**src/rtl/rv_decode_stage.sv**
```systemverilog
// rv_decode_stage: pipelined RV32I decode stage with a two-entry skid buffer.
//
// Accepts one instruction per cycle over a valid/ready handshake and decodes
// it into register indices, a sign-extended immediate, a compact ALU op and
// control flags. Decoding happens before storage, so buffer entries hold
// decoded fields. in_ready depends only on registered state.
//
// Build option: define RV_DECODE_RV32M_EN to decode the M extension
// (OP with funct7=0x01 -> ALU ops 10..17); otherwise those encodings are illegal.
//
// Ports:
//   clk, rst_n             clock, asynchronous active-low reset
//   in_valid/in_ready      fetch handshake; in_instr, in_pc, in_tag payload
//   flush                  synchronous kill of all held entries
//   out_valid/out_ready    execute handshake
//   out_pc, out_tag        passed through
//   out_rd/rs1/rs2         register indices, unused fields zeroed
//   out_imm                sign-extended immediate
//   out_fmt                0 R, 1 I, 2 S, 3 B, 4 U, 5 J, 7 invalid
//   out_alu_op             ALU operation code (31 = none)
//   out_we, out_illegal    rd write enable, unsupported instruction
//
// Buffer states:
//   state | meaning
//   EMPTY | nothing held, out_valid=0
//   ONE   | main entry valid
//   TWO   | main and skid entries valid, in_ready=0
module rv_decode_stage #(
    parameter int PC_W  = 32,
    parameter int TAG_W = 4
) (
    input  logic             clk,
    input  logic             rst_n,
    input  logic             in_valid,
    output logic             in_ready,
    input  logic [31:0]      in_instr,
    input  logic [PC_W-1:0]  in_pc,
    input  logic [TAG_W-1:0] in_tag,
    input  logic             flush,
    output logic             out_valid,
    input  logic             out_ready,
    output logic [PC_W-1:0]  out_pc,
    output logic [TAG_W-1:0] out_tag,
    output logic [4:0]       out_rd,
    output logic [4:0]       out_rs1,
    output logic [4:0]       out_rs2,
    output logic [31:0]      out_imm,
    output logic [2:0]       out_fmt,
    output logic [4:0]       out_alu_op,
    output logic             out_we,
    output logic             out_illegal
);

    localparam logic [2:0] FMT_R = 3'd0, FMT_I = 3'd1, FMT_S = 3'd2, FMT_B = 3'd3;
    localparam logic [2:0] FMT_U = 3'd4, FMT_J = 3'd5, FMT_X = 3'd7;
    localparam logic [4:0] ALU_ADD = 5'd0, ALU_SUB = 5'd1, ALU_SRA = 5'd7;
    localparam logic [4:0] ALU_MUL = 5'd10, ALU_PASSB = 5'd18, ALU_NONE = 5'd31;

    typedef enum logic [1:0] {EMPTY, ONE, TWO} state_t;

    typedef struct packed {
        logic [PC_W-1:0]  pc;
        logic [TAG_W-1:0] tag;
        logic [4:0]       rd;
        logic [4:0]       rs1;
        logic [4:0]       rs2;
        logic [31:0]      imm;
        logic [2:0]       fmt;
        logic [4:0]       alu_op;
        logic             we;
        logic             illegal;
    } entry_t;

    state_t state_q, state_d;
    entry_t main_q, skid_q, dec;
    logic   load_main_in, load_main_skid, load_skid;
    logic   in_hs, out_hs;

    // funct3 -> ALU op for the shared OP / OP-IMM encodings (shift type resolved separately)
    function automatic logic [4:0] alu_base(input logic [2:0] f3);
        case (f3)
            3'd0:    alu_base = 5'd0;
            3'd1:    alu_base = 5'd2;
            3'd2:    alu_base = 5'd3;
            3'd3:    alu_base = 5'd4;
            3'd4:    alu_base = 5'd5;
            3'd5:    alu_base = 5'd6;
            3'd6:    alu_base = 5'd8;
            default: alu_base = 5'd9;
        endcase
    endfunction

    logic [6:0]  opc, f7;
    logic [2:0]  f3, fmt;
    logic [4:0]  alu;
    logic        ill;
    logic [31:0] imm;

    assign opc = in_instr[6:0];
    assign f3  = in_instr[14:12];
    assign f7  = in_instr[31:25];

    always_comb begin
        fmt = FMT_X;
        alu = ALU_NONE;
        ill = 1'b0;
        case (opc)
            7'h33: begin
                fmt = FMT_R;
                if (f7 == 7'h00)                     alu = alu_base(f3);
                else if (f7 == 7'h20 && f3 == 3'd0)  alu = ALU_SUB;
                else if (f7 == 7'h20 && f3 == 3'd5)  alu = ALU_SRA;
`ifdef RV_DECODE_RV32M_EN
                else if (f7 == 7'h01)                alu = ALU_MUL + {2'b00, f3};
`endif
                else                                 ill = 1'b1;
            end
            7'h13: begin
                fmt = FMT_I;
                alu = alu_base(f3);
                if (f3 == 3'd1 && f7 != 7'h00) ill = 1'b1;
                if (f3 == 3'd5) begin
                    if (f7 == 7'h20)      alu = ALU_SRA;
                    else if (f7 != 7'h00) ill = 1'b1;
                end
            end
            7'h03: begin
                fmt = FMT_I;
                alu = ALU_ADD;
                ill = (f3 == 3'd3) || (f3 == 3'd6) || (f3 == 3'd7);
            end
            7'h23: begin
                fmt = FMT_S;
                alu = ALU_ADD;
                ill = (f3 > 3'd2);
            end
            7'h63: begin
                fmt = FMT_B;
                alu = ALU_SUB;
                ill = (f3 == 3'd2) || (f3 == 3'd3);
            end
            7'h37: begin fmt = FMT_U; alu = ALU_PASSB; end
            7'h17: begin fmt = FMT_U; alu = ALU_ADD; end
            7'h6F: begin fmt = FMT_J; alu = ALU_ADD; end
            7'h67: begin
                fmt = FMT_I;
                alu = ALU_ADD;
                ill = (f3 != 3'd0);
            end
            default: ill = 1'b1;
        endcase
        if (in_instr[1:0] != 2'b11) ill = 1'b1;

        case (fmt)
            FMT_I:   imm = {{20{in_instr[31]}}, in_instr[31:20]};
            FMT_S:   imm = {{20{in_instr[31]}}, in_instr[31:25], in_instr[11:7]};
            FMT_B:   imm = {{20{in_instr[31]}}, in_instr[7], in_instr[30:25], in_instr[11:8], 1'b0};
            FMT_U:   imm = {in_instr[31:12], 12'b0};
            FMT_J:   imm = {{12{in_instr[31]}}, in_instr[19:12], in_instr[20], in_instr[30:21], 1'b0};
            default: imm = 32'd0;
        endcase

        dec.pc      = in_pc;
        dec.tag     = in_tag;
        dec.rd      = (fmt == FMT_S || fmt == FMT_B) ? 5'd0 : in_instr[11:7];
        dec.rs1     = (fmt == FMT_U || fmt == FMT_J) ? 5'd0 : in_instr[19:15];
        dec.rs2     = (fmt == FMT_I || fmt == FMT_U || fmt == FMT_J) ? 5'd0 : in_instr[24:20];
        dec.imm     = imm;
        dec.fmt     = fmt;
        dec.alu_op  = alu;
        dec.we      = (fmt == FMT_R || fmt == FMT_I || fmt == FMT_U || fmt == FMT_J)
                      && (in_instr[11:7] != 5'd0);
        dec.illegal = ill;
        // Illegal entries carry no usable decode, only pc/tag and the flag.
        if (ill) begin
            dec.rd     = 5'd0;
            dec.rs1    = 5'd0;
            dec.rs2    = 5'd0;
            dec.imm    = 32'd0;
            dec.fmt    = FMT_X;
            dec.alu_op = ALU_NONE;
            dec.we     = 1'b0;
        end
    end

    assign in_ready  = (state_q != TWO);
    assign out_valid = (state_q != EMPTY);
    assign in_hs     = in_valid & in_ready;
    assign out_hs    = out_valid & out_ready;

    always_comb begin
        state_d        = state_q;
        load_main_in   = 1'b0;
        load_main_skid = 1'b0;
        load_skid      = 1'b0;
        if (flush) begin
            state_d = EMPTY;
        end else begin
            case (state_q)
                EMPTY: if (in_hs) begin
                    state_d      = ONE;
                    load_main_in = 1'b1;
                end
                ONE: begin
                    if (in_hs && !out_hs) begin
                        state_d   = TWO;
                        load_skid = 1'b1;
                    end else if (in_hs && out_hs) begin
                        load_main_in = 1'b1;
                    end else if (out_hs) begin
                        state_d = EMPTY;
                    end
                end
                TWO: if (out_hs) begin
                    state_d        = ONE;
                    load_main_skid = 1'b1;
                end
                default: state_d = EMPTY;
            endcase
        end
    end

    always_ff @(posedge clk or negedge rst_n) begin
        if (!rst_n) begin
            state_q <= EMPTY;
            main_q  <= '0;
            skid_q  <= '0;
        end else begin
            state_q <= state_d;
            if (load_main_in)        main_q <= dec;
            else if (load_main_skid) main_q <= skid_q;
            if (load_skid)           skid_q <= dec;
        end
    end

    assign out_pc      = main_q.pc;
    assign out_tag     = main_q.tag;
    assign out_rd      = main_q.rd;
    assign out_rs1     = main_q.rs1;
    assign out_rs2     = main_q.rs2;
    assign out_imm     = main_q.imm;
    assign out_fmt     = main_q.fmt;
    assign out_alu_op  = main_q.alu_op;
    assign out_we      = main_q.we;
    assign out_illegal = main_q.illegal;

endmodule

```
**config.mk**
```make
export PLATFORM = sky130hd
export DESIGN_NAME = rv_decode_stage
export DESIGN_NICKNAME = d
export VERILOG_FILES = /design/src/rtl/rv_decode_stage.sv
export SDC_FILE = /design/constraint.sdc
export NUM_CORES = 1
export LEC_CHECK = 0
export BUFFER_PORTS_ARGS = -buffer_cell sky130_fd_sc_hd__buf_4
export CELL_PAD_IN_SITES_DETAIL_PLACEMENT = 0
export CELL_PAD_IN_SITES_GLOBAL_PLACEMENT = 1
export CORE_ASPECT_RATIO = 2
export CORE_MARGIN = 2
export CORE_UTILIZATION = 45
export CTS_CLUSTER_DIAMETER = 120
export DETAILED_ROUTE_END_ITERATION = 10
export PLACE_DENSITY_LB_ADDON = 0.1
export SLEW_MARGIN = 20
export SYNTH_ARGS = -nofsm -noshare
export SYNTH_HDL_FRONTEND = slang
export SYNTH_SLANG_ARGS = --single-unit
```
**constraint.sdc**
```tcl
create_clock -name clk -period 5.4 [get_ports clk]
set_input_delay 1.08 -clock clk [delete_from_list [all_inputs] [get_ports clk]]
set_output_delay 1.08 -clock clk [all_outputs]
set_load 0.1 [all_outputs]
```
After elaboration in Yosys (flattened, before gate mapping)
Index checks and enable logic that the tools add are counted.
{"block": "totals", "ff_bits": 188, "latchBits": 0, "ram_bits": 0, "rom_bits": 0, "in_bits": 73, "out_inout_bits": 95, "memories": 0}
{"block": "classes", "add_sub_neg": 0, "mul": 0, "div_mod_pow": 0, "magnitude_cmp": 1, "eq_ne": 30, "shift": 0, "mux": 42, "bitwise_logic": 2, "reduce_logical": 31}
{"op": "93-bit two-way mux", "count": 2}
{"op": "32-bit case mux with 5 select lines", "count": 1}
{"op": "56-bit two-way mux", "count": 1}
{"op": "5-bit two-way mux", "count": 8}
{"op": "7-bit by 6-bit == test with 1-bit output (second input constant)", "count": 4}
{"op": "4-bit case mux with 7 select lines", "count": 1}
{"op": "5-bit case mux with 5 select lines", "count": 1}
{"op": "7-bit == test (second input constant)", "count": 3}
{"op": "3-bit == test (second input constant)", "count": 6}
{"op": "1-bit two-way mux", "count": 18}
{"op": "3-bit case mux with 6 select lines", "count": 1}
{"op": "7-bit by 5-bit == test with 1-bit output (second input constant)", "count": 2}
{"op": "3-bit by 2-bit == test with 1-bit output (second input constant)", "count": 4}
{"op": "2-bit two-way mux", "count": 6}
{"op": "1-bit logical OR", "count": 10}
{"op": "4-bit inequality test (second input constant)", "count": 2}
{"op": "7-bit by 2-bit == test with 1-bit output (second input constant)", "count": 1}
{"op": "7-bit logical NOT", "count": 1}
{"op": "1-bit case mux with 7 select lines", "count": 1}
{"op": "7-bit nonzero test", "count": 1}
{"op": "3-bit by 1-bit == test with 1-bit output (second input constant)", "count": 2}
{"op": "1-bit logical AND", "count": 6}
{"op": "3-bit logical NOT", "count": 2}
{"op": "3-bit inequality test (second input constant)", "count": 2}
{"op": "other kinds (16)", "count": 20}

Longest topological paths before layout
{"block": "depth", "ltp_word": 10, "ltp_mapped": 10}

Worst setup path after synthesis
Ideal clock, no wire load.
{"block": "synth_path", "kind": "input to register", "startpoint": "input in_instr[5]", "endpoint": "register skid_q[42] (netlist bit)", "setup_time_ns": 0.121, "arrival_ns": 2.703, "required_ns": 5.279, "slack_ns": 2.576, "stages": 8, "path_buffers": 2, "cell_sequence": "buf_2 -> or4_1 -> o41ai_2 -> a211oi_2 -> o2111ai_1 -> buf_6 -> nor2_8 -> a22o_1"}
{"block": "synth_via", "elab_chain_cells": 8}
{"item": "from (decl)", "line_no": "36", "source": "input logic [31:0] in_instr,"}
{"item": "7-bit by 5-bit == test with 1-bit output, or another cell as far along", "line_no": "107", "source": "case (opc)"}
{"item": "3-bit OR reduction (no line) or 2-bit OR reduction (tied branches)"}
{"item": "3-bit case mux with 6 select lines", "line_no": "107"}
{"item": "3-bit by 1-bit == test with 1-bit output or 3-bit == test (tied branches)", "line_no": "167", "source": "dec.rs2 = (fmt == FMT_I || fmt == FMT_U || fmt == FMT_J) ? 5'd0 : in_instr[24:20];"}
{"item": "1-bit logical OR (2 in a row)", "line_no": "167"}
{"item": "5-bit two-way mux", "line_no": "167"}
{"item": "56-bit two-way mux (*)", "line_no": "175", "source": "if (ill) begin"}
{"item": "to (signal assigned)", "line_no": "227", "source": "skid_q <= '0;"}
{"item": "to (signal assigned)", "line_no": "232", "source": "if (load_skid) skid_q <= dec;"}
{"item": "to (decl)", "line_no": "75", "source": "entry_t main_q, skid_q, dec;"}
Every way passes the cells marked *; elsewhere a longest branch is shown, timed or not.
A chain may end at the register's enable or synchronous reset.

Worst setup path after layout
{"block": "layout_path", "startpoint": "input in_instr[5]", "endpoint": "register skid_q[22] (netlist bit)"}
{"block": "layout_via", "elab_chain_cells": 6}
{"item": "7-bit by 5-bit == test with 1-bit output, or another cell as far along", "line_no": "107"}
{"item": "3-bit OR reduction (no line) or 2-bit OR reduction (tied branches)"}
{"item": "3-bit case mux with 6 select lines", "line_no": "107"}
{"item": "3-bit == test, or another cell as far along", "line_no": "154", "source": "case (fmt)"}
{"item": "32-bit case mux with 5 select lines", "line_no": "154"}
{"item": "56-bit two-way mux (*)", "line_no": "175"}
Marks and branches as above.

==> metrics <==
status completed; Worst Path Required 5720 ps; Final Cycle Share 58.3%; Synth Area in Compound Gates 22.1%; synthesized flop and latch total 188; maximum clock rate 318 MHz; num rows 70; Fin Setup TNS 0 ps; wl on met1 9.42 mm; Syn Inst Count 864; IO Count 168; core footprint 18200 um2; DRT iter0 DRCs 285; Simple-Gate Fraction of Synth Area 17.2%; area grow syn2layout 23.3%; Ys Warns 0; Nets 1074; CP Capture Type register; CP arrival 3470 ps; PwrDens 379 nW/um2; CP Class in2reg; FFs w/ async S/R, synth 100%; grt ovf 0; largest family of logic cells by synthesized area compound AO/OA/AOI/OAI gates; Final GP Congestion 0.863; Highest Signal Layer met4; CTS Root Cell clkbuf_16; fin crit period 3150 ps; post-synthesis xor/xnor area fraction 0.105%; Worst Reg-to-Reg Cells 7; ANT nets after route 0; DRC 0; main flop type after synthesis dfrtp_1; largest net degree at the start of global routing 118; count of pins over their slew limit 0; die area 19600 um2; Clock Latency Late Sink 440 ps; Yosys cell types 56; HP Class reg2reg; mapped cell area 8310 um2; hold path cells 2; # resized after CTS 0; Final Skew 8.62 ps; Port-buffer cells 167; post-layout instance area 10200 um2; vias per cell 5.68; DPL Wire Length 16.2 mm; mux cell area share after synthesis 0.256%; Post-synth EDFFs 0; crit start category input port; Leakage 5.16 nW; Hold-fix buffers, CTS 0; vias in the first global route 7076; gr usage total 25.4%; syn nets 937; total CTS buffers 17; Max rail drop VDD 224 uV; metal3 WL 1.14 mm; register area share after synthesis 56.6%; DP Area 9670 um2; setup repair after global routing missed its margin false; Die H 196 um; share of cells above drive strength 1 23.2%; Synth Area in Adders 0%; Routed met2 length 12.9 mm; Avg WL per Cell 19.7 um; first-pass GRT wire length 38.6 mm; Clock Pin Slew Worst Setup and Hold Paths 70 ps; Clock Tree Buf Depth 2; Post-CTS Setup Bufs 0; n_diodes 0; worst hold slack 474 ps; Tightest Pin Transition 956 ps; final hold violation count 0; clock sink total 188; DIE WIDTH 100 um; Crit Path Max Fanout 20; initial core utilization 45.6%; final core utilization 56.2%; DRT Pass-1 Iters 5; antenna violations before repair 0; Max Cap Viol 0; final setup fails 0; CTS tree yes; Mean Syn Cell Area 9.62 um2; CTS H-tree depth 4; worst rel slew slack 36.3%; vias after detailed routing 6980; Routed WL 24.2 mm
## where the power goes
group          internal (mW)  switching [mW]  total, mW
clock network          0.685           0.565       1.25
logic                  0.220           0.755      0.975
registers               1.57          0.0861       1.65
## sequential cells by signal (all words and copies together), names as in the netlist
name	count
out_we	1
skid_q	93
out_pc	32
state_q	2
out_rs2	5
out_illegal	1
out_alu_op	5
out_tag	4
out_rd	5
out_rs1	5
out_fmt	3
out_imm	32
## worst paths after layout
kind / from / endpoint / slack (ps)
max: in_instr[5] / skid_q[22] / 2250
min: skid_q[2] / skid_q[2] / 470
max reg2reg: state_q[1] / out_imm[7] / 2760
min reg2reg: skid_q[2] / skid_q[2] / 470
max in group asynchronous: rst_n / skid_q[41] / 3610
min in group asynchronous: rst_n / out_pc[8] / 750
## through the flow
stage	power [mW]	setup slack, ps	instances
2_1_floorplan	2.38	2580	864
3_3_place_gp	2.65	1880	1198
3_5_place_dp	2.66	1800	1198
4_1_cts	3.91	2230	1229
5_1_grt	4.03	2030	1229
6_report	3.88	2250	1229
## logic make-up after synthesis
group,count (synthesis)
DFF,188
and+or+nand+nor,339
buffers and inverters,66
AOI/OAI and AO/OA,268
xor gates and xnor gates,1
muxes,2
## layout make-up
cell class | count | area [um2]
inverter | 4 | 15.0
tap | 216 | 270
multi-input combinational | 610 | 3330
fill | 1707 | 7970
timing repair buffer | 180 | 1360
clock buffer | 18 | 429
sequential | 188 | 4700
clock inverter | 13 | 143
## synth_stat cells, types with 3 or more instances
cell      instances  area [um2]
clkbuf_1         42         158
buf_2            10        50.1
o21ai_1           8        40.0
or4_1             3        22.5
a21oi_1          69         345
o21ai_0          42         210
a221o_1          10         100
a22o_1           34         298
nor2_2            4        25.0
dfrtp_1         188        4700
a22oi_1          43         323
nand2b_1          4        25.0
nor2b_1           5        31.3
nand2_1         239         897
nor2_1           49         184
inv_1             4        15.0
o22ai_2           4        50.1
a31oi_1           4        25.0
buf_1             3        11.3
o22ai_1          18         113
and3_1           12        75.1
a21o_1           14         105
buf_6             5        56.3
and2_1            4        25.0
o22a_1            3        26.3
nor3_1            4        20.0
## critical path: stages
cell and delay [ps]:
buf_4 180, nor2b_1 190, and3_1 330, a211oi_2 430
nand4_1 800, o21ai_0 440
## cells in the final DEF, fill, tap and decap left out, types with 2 or more instances in the layout
cell type	count
nand2b_1	4
a22oi_1	43
a221o_1	10
clkinv_4	2
o22ai_2	4
or4_1	3
and3_1	12
dfrtp_1	188
nand3_1	2
o2111a_1	2
nand2_1	239
a31oi_1	4
clkinv_2	4
nor3_2	3
inv_6	3
and2_1	4
nand4_1	2
nor2_2	4
o21ai_0	42
a22o_1	34
a21o_1	14
buf_4	179
o31ai_1	2
bufinv_16	2
nor2_1	48
o21ai_1	8
nor2b_1	5
o2111ai_1	2
clkbuf_16	17
inv_1	4
a211oi_1	2
a21oi_1	69
o22a_1	3
o22ai_1	18
## layer usage
layer | global-route usage, % | vias to the layer above
met5 | 0 | -
met4 | 9.59 | 0
met3 | 4.77 | 29
met2 | 44.8 | 198
met1 | 30.2 | 3458
li1 | - | 3295
No activity file was read; power rests on OpenSTA's default activity.
